## src/rtl/mem_port_arbiter.sv

```systemverilog
// Two-requester memory port arbiter: load-store priority, lock until accept,
// and an in-order id FIFO that steers responses back to their requester.
module mem_port_arbiter #(
  parameter int MAX_OUTST = 4
) (
  input  logic        clk,
  input  logic        resetn,
  input  logic        inst_req,
  input  logic        inst_wr,
  input  logic [1:0]  inst_size,
  input  logic [31:0] inst_addr,
  input  logic [3:0]  inst_wstrb,
  input  logic [31:0] inst_wdata,
  output logic        inst_addr_ok,
  output logic        inst_data_ok,
  output logic [31:0] inst_rdata,
  input  logic        data_req,
  input  logic        data_wr,
  input  logic [1:0]  data_size,
  input  logic [3:0]  data_wstrb,
  input  logic [31:0] data_addr,
  input  logic [31:0] data_wdata,
  output logic        data_addr_ok,
  output logic        data_data_ok,
  output logic [31:0] data_rdata,
  output logic        mem_req,
  output logic        mem_wr,
  output logic [1:0]  mem_size,
  output logic [3:0]  mem_wstrb,
  output logic [31:0] mem_addr,
  output logic [31:0] mem_wdata,
  input  logic        mem_addr_ok,
  input  logic        mem_data_ok,
  input  logic [31:0] mem_rdata,
  output logic        arb_err
);

  localparam int PW = $clog2(MAX_OUTST);
  localparam int CW = PW + 1;

  typedef enum logic {
    IDLE,
    LOCK
  } state_e;

  state_e               state_q;
  logic                 lock_id_q;
  logic [MAX_OUTST-1:0] ids_q;
  logic [PW-1:0]        rd_ptr_q;
  logic [PW-1:0]        wr_ptr_q;
  logic [CW-1:0]        cnt_q;
  logic [CW-1:0]        cnt_d;
  logic                 arb_err_q;

  logic grant_id;
  logic full;
  logic hs;
  logic pop;
  logic head;
  logic req_sel;

  assign grant_id = (state_q == LOCK) ? lock_id_q : data_req;
  assign full     = (cnt_q == CW'(MAX_OUTST));
  assign req_sel  = grant_id ? data_req : inst_req;
  assign mem_req  = req_sel & ~full;
  assign hs       = mem_req & mem_addr_ok;
  assign pop      = mem_data_ok & (cnt_q != '0);
  assign head     = ids_q[rd_ptr_q];

  assign mem_wr    = grant_id ? data_wr    : inst_wr;
  assign mem_size  = grant_id ? data_size  : inst_size;
  assign mem_wstrb = grant_id ? data_wstrb : inst_wstrb;
  assign mem_addr  = grant_id ? data_addr  : inst_addr;
  assign mem_wdata = grant_id ? data_wdata : inst_wdata;

  assign inst_addr_ok = hs & ~grant_id;
  assign data_addr_ok = hs &  grant_id;
  assign inst_data_ok = pop & ~head;
  assign data_data_ok = pop &  head;
  assign inst_rdata   = mem_rdata;
  assign data_rdata   = mem_rdata;
  assign arb_err      = arb_err_q;

  always_ff @(posedge clk or negedge resetn) begin
    if (!resetn) begin
      state_q   <= IDLE;
      lock_id_q <= 1'b0;
    end else begin
      unique case (state_q)
        IDLE: begin
          if (mem_req && !mem_addr_ok) begin
            state_q   <= LOCK;
            lock_id_q <= grant_id;
          end
        end
        LOCK: begin
          if (hs) state_q <= IDLE;
        end
        default: state_q <= IDLE;
      endcase
    end
  end

  always_comb begin
    cnt_d = cnt_q;
    unique case ({hs, pop})
      2'b10:   cnt_d = cnt_q + CW'(1);
      2'b01:   cnt_d = cnt_q - CW'(1);
      default: cnt_d = cnt_q;
    endcase
  end

  // Pointers wrap for free because MAX_OUTST is a power of two.
  always_ff @(posedge clk or negedge resetn) begin
    if (!resetn) begin
      ids_q     <= '0;
      rd_ptr_q  <= '0;
      wr_ptr_q  <= '0;
      cnt_q     <= '0;
      arb_err_q <= 1'b0;
    end else begin
      cnt_q <= cnt_d;
      if (hs) begin
        ids_q[wr_ptr_q] <= grant_id;
        wr_ptr_q        <= wr_ptr_q + PW'(1);
      end
      if (pop) rd_ptr_q <= rd_ptr_q + PW'(1);
      if (mem_data_ok && cnt_q == '0) arb_err_q <= 1'b1;
    end
  end

endmodule

```

## config.mk

```make
export PLATFORM = sky130hd
export DESIGN_NAME = mem_port_arbiter
export DESIGN_NICKNAME = d
export VERILOG_FILES = /design/src/rtl/mem_port_arbiter.sv
export SDC_FILE = /design/constraint.sdc
export NUM_CORES = 1
export LEC_CHECK = 0
export CAP_MARGIN = 20
export CORE_AREA = 8 8 119 121
export CTS_CLUSTER_SIZE = 8
export DETAILED_ROUTE_END_ITERATION = 10
export DIE_AREA = 0 0 127 129
export SYNTH_ARGS = -nofsm -noshare
export SYNTH_HDL_FRONTEND = slang
export SYNTH_SLANG_ARGS = --single-unit
```

## constraint.sdc

```tcl
create_clock -name clk -period 2.8 [get_ports clk]
set_input_delay 0.56 -clock clk [delete_from_list [all_inputs] [get_ports clk]]
set_output_delay 0.56 -clock clk [all_outputs]
set_load 0.05 [all_outputs]
```

==> results of run 1 <==
-- kinds of logic after synthesis --
kind of cell / synth area share, %
AND/OR/NAND/NOR: 42.3
buffers and inverters: 27.1
flip-flops: 16.2
AO/OA/AOI/OAI: 4.29
XOR/XNOR: 2.44
multiplexers: 3.83
adder cells (fa/ha/maj): 3.83
-- final cells by class --
cell class / count / area (um^2) / share of cell area [%]
Multi-Input combinational cell: 258 / 1230 / 24.9
Sequential cell: 14 / 350 / 7.09
Tap cell: 150 / 188 / 3.80
Timing Repair Buffer: 230 / 3070 / 62.2
Inverter: 6 / 22.5 / 0.456
Clock buffer: 3 / 75.1 / 1.52
-- sequential cells by signal (all words and copies together), names as in the netlist, named ones only --
signal	count
ids_q	4
cnt_q	3
rd_ptr_q	2
wr_ptr_q	2
arb_err	1
lock_id_q	1
-- cell usage after synthesis --
cell | n | area [um^2]
and2_2 | 1 | 7.51
clkbuf_1 | 7 | 26.3
o2111ai_2 | 1 | 15.0
o211a_1 | 1 | 10.0
or3b_1 | 1 | 8.76
mux2i_2 | 1 | 13.8
ha_1 | 5 | 62.6
nor2b_1 | 1 | 6.26
and2_1 | 2 | 12.5
inv_1 | 6 | 22.5
mux2_4 | 1 | 15.0
nand2_1 | 214 | 803
mux4_2 | 1 | 22.5
nor3_1 | 1 | 5.00
nand3b_1 | 1 | 7.51
and3_1 | 1 | 6.26
nor2_1 | 2 | 7.51
dfrtp_1 | 14 | 350
a21o_1 | 1 | 7.51
buf_6 | 1 | 11.3
fa_1 | 1 | 20.0
buf_2 | 9 | 45.0
o31a_2 | 1 | 10.0
buf_4 | 64 | 480
xor2_1 | 3 | 26.3
xnor2_1 | 3 | 26.3
nand4_1 | 3 | 18.8
mux2i_1 | 2 | 20.0
a32o_1 | 5 | 50.1
mux2_1 | 1 | 11.3
and3_2 | 1 | 7.51
nand3_1 | 2 | 10.0
and3_4 | 1 | 11.3
-- worst max-delay path, cell delays in order --
cell and delay, ns:
clkdlybuf4s50_1 0.50, mux2_4 0.18, buf_4 0.35, nand2_1 0.15, nand2_1 0.14, buf_12 0.15
-- power by group --
part / total, uW / leakage, uW / switching (uW) / internal (uW)
Combinational: 5710 / 0.00214 / 3170 / 2550
Sequential: 417 / 0.000162 / 104 / 313
Clock: 262 / 0.0000370 / 75.8 / 186
-- routing by layer --
layer	vias to the layer above	global-route usage (%)
li1	1342	-
met3	9	7.24
met1	1200	12.3
met2	208	22.2
met4	0	2.17
met5	-	0
-- metrics by stage --
step / hold WS [ns] / utilization (%) / cells / setup slack (ns) / area, um^2
after CTS: 0.469 / 40.1 / 661 / 0.188 / 4940
after floorplan: 0.264 / - / 359 / 0.640 / 2160
final: 0.458 / 40.1 / 661 / 0.186 / 4940
after detailed placement: 0.459 / 39.5 / 658 / 0.112 / 4860
after global routing: 0.485 / 40.1 / 661 / 0.0910 / 4940
after global placement: 0.444 / 39.5 / 658 / 0.185 / 4860
-- worst max-delay path by stage --
stage	depth (start not counted)	to	start	slack [ns]
finish	6	mem_addr[22]	data_req	0.19
global route	6	mem_addr[23]	data_req	0.09
CTS	6	mem_addr[23]	data_req	0.19
detailed placement	9	cnt_q[2]	data_req	0.11
global placement	9	cnt_q[2]	data_req	0.19
floorplan	8	cnt_q[2]	data_req	0.64
==> flow_summary_export.csv, run 1 <==
group,metric,value,unit
cells_and_area,final_cell_mix,"214 x nand2_1, 148 x clkdlybuf4s50_1, 78 x buf_12",
sta,post-route-min-period,2.61,ns
yosys,synth.distinct_cells,33,
floorplanning,die_area,0.0164,mm^2
sta,slew_headroom,58.8,%
routing,dr.first_iter.drc_count,77,
sta,setup_viol,0,
cts,cts_buffer_depth,2,
place,port_buffers,224,
yosys,yosysWarnings,0,
cts,cts_root_buf,"clkbuf_16",
cts,cts-buffers-inserted,3,
cells_and_area,area_growth,129,%
routing,vias,2759,
cells_and_area,fillers,1220,
floorplanning,rows,41,
job,drv_cap,0,
yosys,synth_area,0.00216,mm^2
power,irDropWorstVdd,515,uV
routing,drc,0,
cells_and_area,diodes,0,
yosys,syn_avg_cell_area,6.01,um^2
global_route,grt_max_degree,40,
cts,post_cts_resized,0,
yosys,synth_seq_cells,14,
global_route,grt_pass1_wl,16.2,mm
cells_and_area,drive_above_1_share,18.2,%
routing,wl_per_cell,16.7,um
cts,htree_levels,1,
cts,postCtsSetupBuffers,0,
sta,hold_violations,0,
critical_path,rrSetupSlack,0.56,ns
yosys,ys_seq_area_share,16.2,%
critical_path,critPathLaunchType,"input pin",
yosys,synth_nets,545,
cells_and_area,nets,699,
floorplanning,initial_utilization,17.5,%
sta,period_share,93.4,%
routing,wl_met2,5.68,mm
worst_hold_path,whs_path_depth,1,
routing,routed_wl,11.1,mm
cts,worstSkewPairLatency,0.24,ns
critical_path,r2r-start,"cnt_q[0]",
sta,fin_skew,0.000812,ns
place,place_hpwl,9.66,mm
global_route,antenna_found_initial,0,
yosys,synth_cells,359,
sta,max_freq,0.382,GHz
critical_path,critPathMaxFanout,38,
critical_path,critical_path_arrival,2.05,ns
routing,vias_per_cell,4.17,
power,power_density,1290,mW/mm^2
sta,final_max_slew_viol_count,0,
floorplanning,die_w,127,um
routing,wl_met1,3.64,mm
floorplanning,coreArea,0.0123,mm^2
cts,clk_pin_slew,0.04,ns
worst_hold_path,min_to,"arb_err",
cts,ctsHoldBuffers,0,
worst_hold_path,min-delay-start,"arb_err",
global_route,overflow,0,
routing,top_layer_used,"met4",
cells_and_area,layout_commonest_cell,"nand2_1",
sta,worst_pin_slew,0.616,ns
critical_path,crit_type,"in2out",
floorplanning,ios,321,
critical_path,cp-end-kind,"primary output",
cts,cts_tree,"done",
sta,finalSetupTns,0,ns
routing,ant_nets,0,
power,power,6390,uW
global_route,grt_pass1_vias,2832,
global_route,grtUsageTotal,12.4,%
status,status,"completed",
routing,met3WireLength,1.66,mm
floorplanning,die_h,129,um
power,p_leak,0.00234,uW
worst_hold_path,hold_class,"reg2reg",
cts,clock_sinks,14,
routing,drt-pass1-iter-count,5,
critical_path,r2r-end,"cnt_q[2]",
sta,rsz0062_at_grt,"false",
critical_path,r2r_cells,8,
critical_path,crit_required,2.24,ns
place,place_congestion,0.806,
No activity file was read; power rests on OpenSTA's default activity.
==> inputs of run 2 (changes only) <==
Settings changed: PLACE_DENSITY from default to 0.62.
==> run 2 against run 1 <==
Compared with the run above:
- design area is 0.23% higher
- register-to-register slack worse by 0.05 ns
- core utilization up 0.091 points
- critical path type unchanged
- highest routed layer unchanged
==> flow_summary_export.csv, run 2 (synthesized netlist as in run 1, its figures left out) <==
group,metric,value,unit
routing,drt-pass1-iter-count,4,
cells_and_area,nets,700,
cts,ctsHoldBuffers,0,
critical_path,path_buf_inv,3,
cells_and_area,fillers,1242,
worst_hold_path,min_to,"arb_err",
place,port_buffers,224,
cts,cts_tree,"done",
status,status,"completed",
global_route,grt_pass1_vias,2827,
routing,wl_per_cell,16.8,um
place,post-place-cells,659,
critical_path,critical_path_arrival,2.05,ns
sta,fin_skew,0.000965,ns
global_route,grtUsageTotal,12.7,%
global_route,grt_max_degree,43,
global_route,overflow,0,
routing,routed_wl,11.1,mm
critical_path,crit_type,"in2out",
cts,clock_sinks,14,
place,place_hpwl,9.51,mm
place,place_congestion,0.827,
worst_hold_path,hold_class,"reg2reg",
cells_and_area,area_growth,129,%
cts,postCtsSetupBuffers,0,
cells_and_area,layout_commonest_cell,"nand2_1",
global_route,grt_pass1_wl,16.6,mm
sta,period_share,93.3,%
floorplanning,die_h,129,um
power,p_leak,0.00235,uW
floorplanning,die_area,0.0164,mm^2
sta,setup_viol,0,
critical_path,r2r-end,"cnt_q[2]",
critical_path,cp_top_family,"buffers and inverters",
critical_path,path_cells,"clkdlybuf4s50_1 > mux2_4 > buf_4 > nand2_1 > nand2_1 > buf_12",
cts,cts_buffer_depth,2,
sta,final_max_slew_viol_count,0,
cells_and_area,largest_registers,"ids_q (4), cnt_q (3)",
critical_path,rrSetupSlack,0.51,ns
routing,dr.first_iter.drc_count,109,
critical_path,crit_path_frequent_cell,"nand2_1",
sta,post-route-min-period,2.61,ns
critical_path,crit_required,2.24,ns
cells_and_area,drive_above_1_share,18.4,%
job,drv_cap,0,
worst_hold_path,whs_path_depth,1,
cts,cts_root_buf,"clkbuf_16",
routing,ant_nets,0,
critical_path,critPathSlowestCell,"clkdlybuf4s50_1",
routing,vias,2688,
cells_and_area,diodes,0,
floorplanning,die_w,127,um
floorplanning,coreArea,0.0123,mm^2
sta,rsz0062_at_grt,"false",
cells_and_area,final_cell_mix,"214 x nand2_1, 148 x clkdlybuf4s50_1, 78 x buf_12",
critical_path,critPathLaunchType,"input pin",
critical_path,r2r_cells,8,
sta,worst_pin_slew,0.648,ns
routing,vias_per_cell,4.06,
sta,slew_headroom,56.7,%
floorplanning,ios,321,
critical_path,critPathMaxFanout,38,
sta,finalSetupTns,0,ns
critical_path,r2r-start,"cnt_q[0]",
cts,cts-buffers-inserted,3,
critical_path,cp-end-kind,"primary output",
floorplanning,rows,41,
power,irDropWorstVdd,743,uV
cts,clk_pin_slew,0.04,ns
cells_and_area,stdcell_count,662,
cts,htree_levels,1,
cts,worstSkewPairLatency,0.24,ns
worst_hold_path,min-delay-start,"arb_err",
sta,hold_violations,0,
global_route,antenna_found_initial,0,
power,power_density,1300,mW/mm^2
sta,max_freq,0.383,GHz
floorplanning,initial_utilization,17.5,%
routing,drc,0,
cells_and_area,largest-register,"ids_q",
cells_and_area,largest_register_ff_count,4,
critical_path,cpPeakStageDelay,0.50,ns
==> run 2: area by class of cell <==
type | count | area [um^2] | area share (%)
repair buffers | 231 | 3080 | 62.3
multi-input cells | 258 | 1230 | 24.9
clock buffers | 3 | 75.1 | 1.52
well taps | 150 | 188 | 3.79
flip-flops and latches | 14 | 350 | 7.08
inverters | 6 | 22.5 | 0.455
==> run 2: what timing repair did <==
action,CTS,global route
setup endpoints to repair,0,1
gates resized for setup,0,1
hold endpoints to repair,0,0
==> run 2: metrics by stage <==
stage,util [%],power [uW],area (um^2),setup WS [ns],hold slack (ns)
3_3_place_gp,39.6,6160,4870,0.106,0.438
2_1_floorplan,-,3540,2160,0.640,0.264
3_5_place_dp,39.6,6220,4870,0.130,0.444
6_report,40.2,6430,4950,0.188,0.449
4_1_cts,40.2,6510,4950,0.112,0.453
5_1_grt,40.2,6760,4950,0.0767,0.487
==> run 2: how the worst max path moves through the flow <==
stage              from            to  cells past startpoint  slack (ns)
6_report       data_req  mem_wdata[2]                      6        0.19
5_1_grt        data_req  mem_addr[21]                      6        0.08
4_1_cts        data_req   mem_size[1]                      7        0.11
2_1_floorplan  data_req      cnt_q[2]                      8        0.64
3_3_place_gp   data_req   mem_size[1]                      7        0.11
3_5_place_dp   data_req      cnt_q[2]                     10        0.13
==> run 2: layer usage <==
metal	vias to the layer above	routed length (um)	GRT usage, %	share of wire (%)
met5	-	0	0	0
met4	0	384	5.04	3.5
met3	44	1080	4.55	9.8
met2	132	5750	22.2	52
met1	1166	3890	13.8	35
li1	1346	-	-	-
==> run 2: power by group <==
part	total, uW	internal [uW]	leakage [uW]	switching (uW)
registers	422	313	0.000162	109
logic	5750	2550	0.00215	3190
clock network	265	186	0.0000370	78.8
total	6430	3050	0.00235	3380
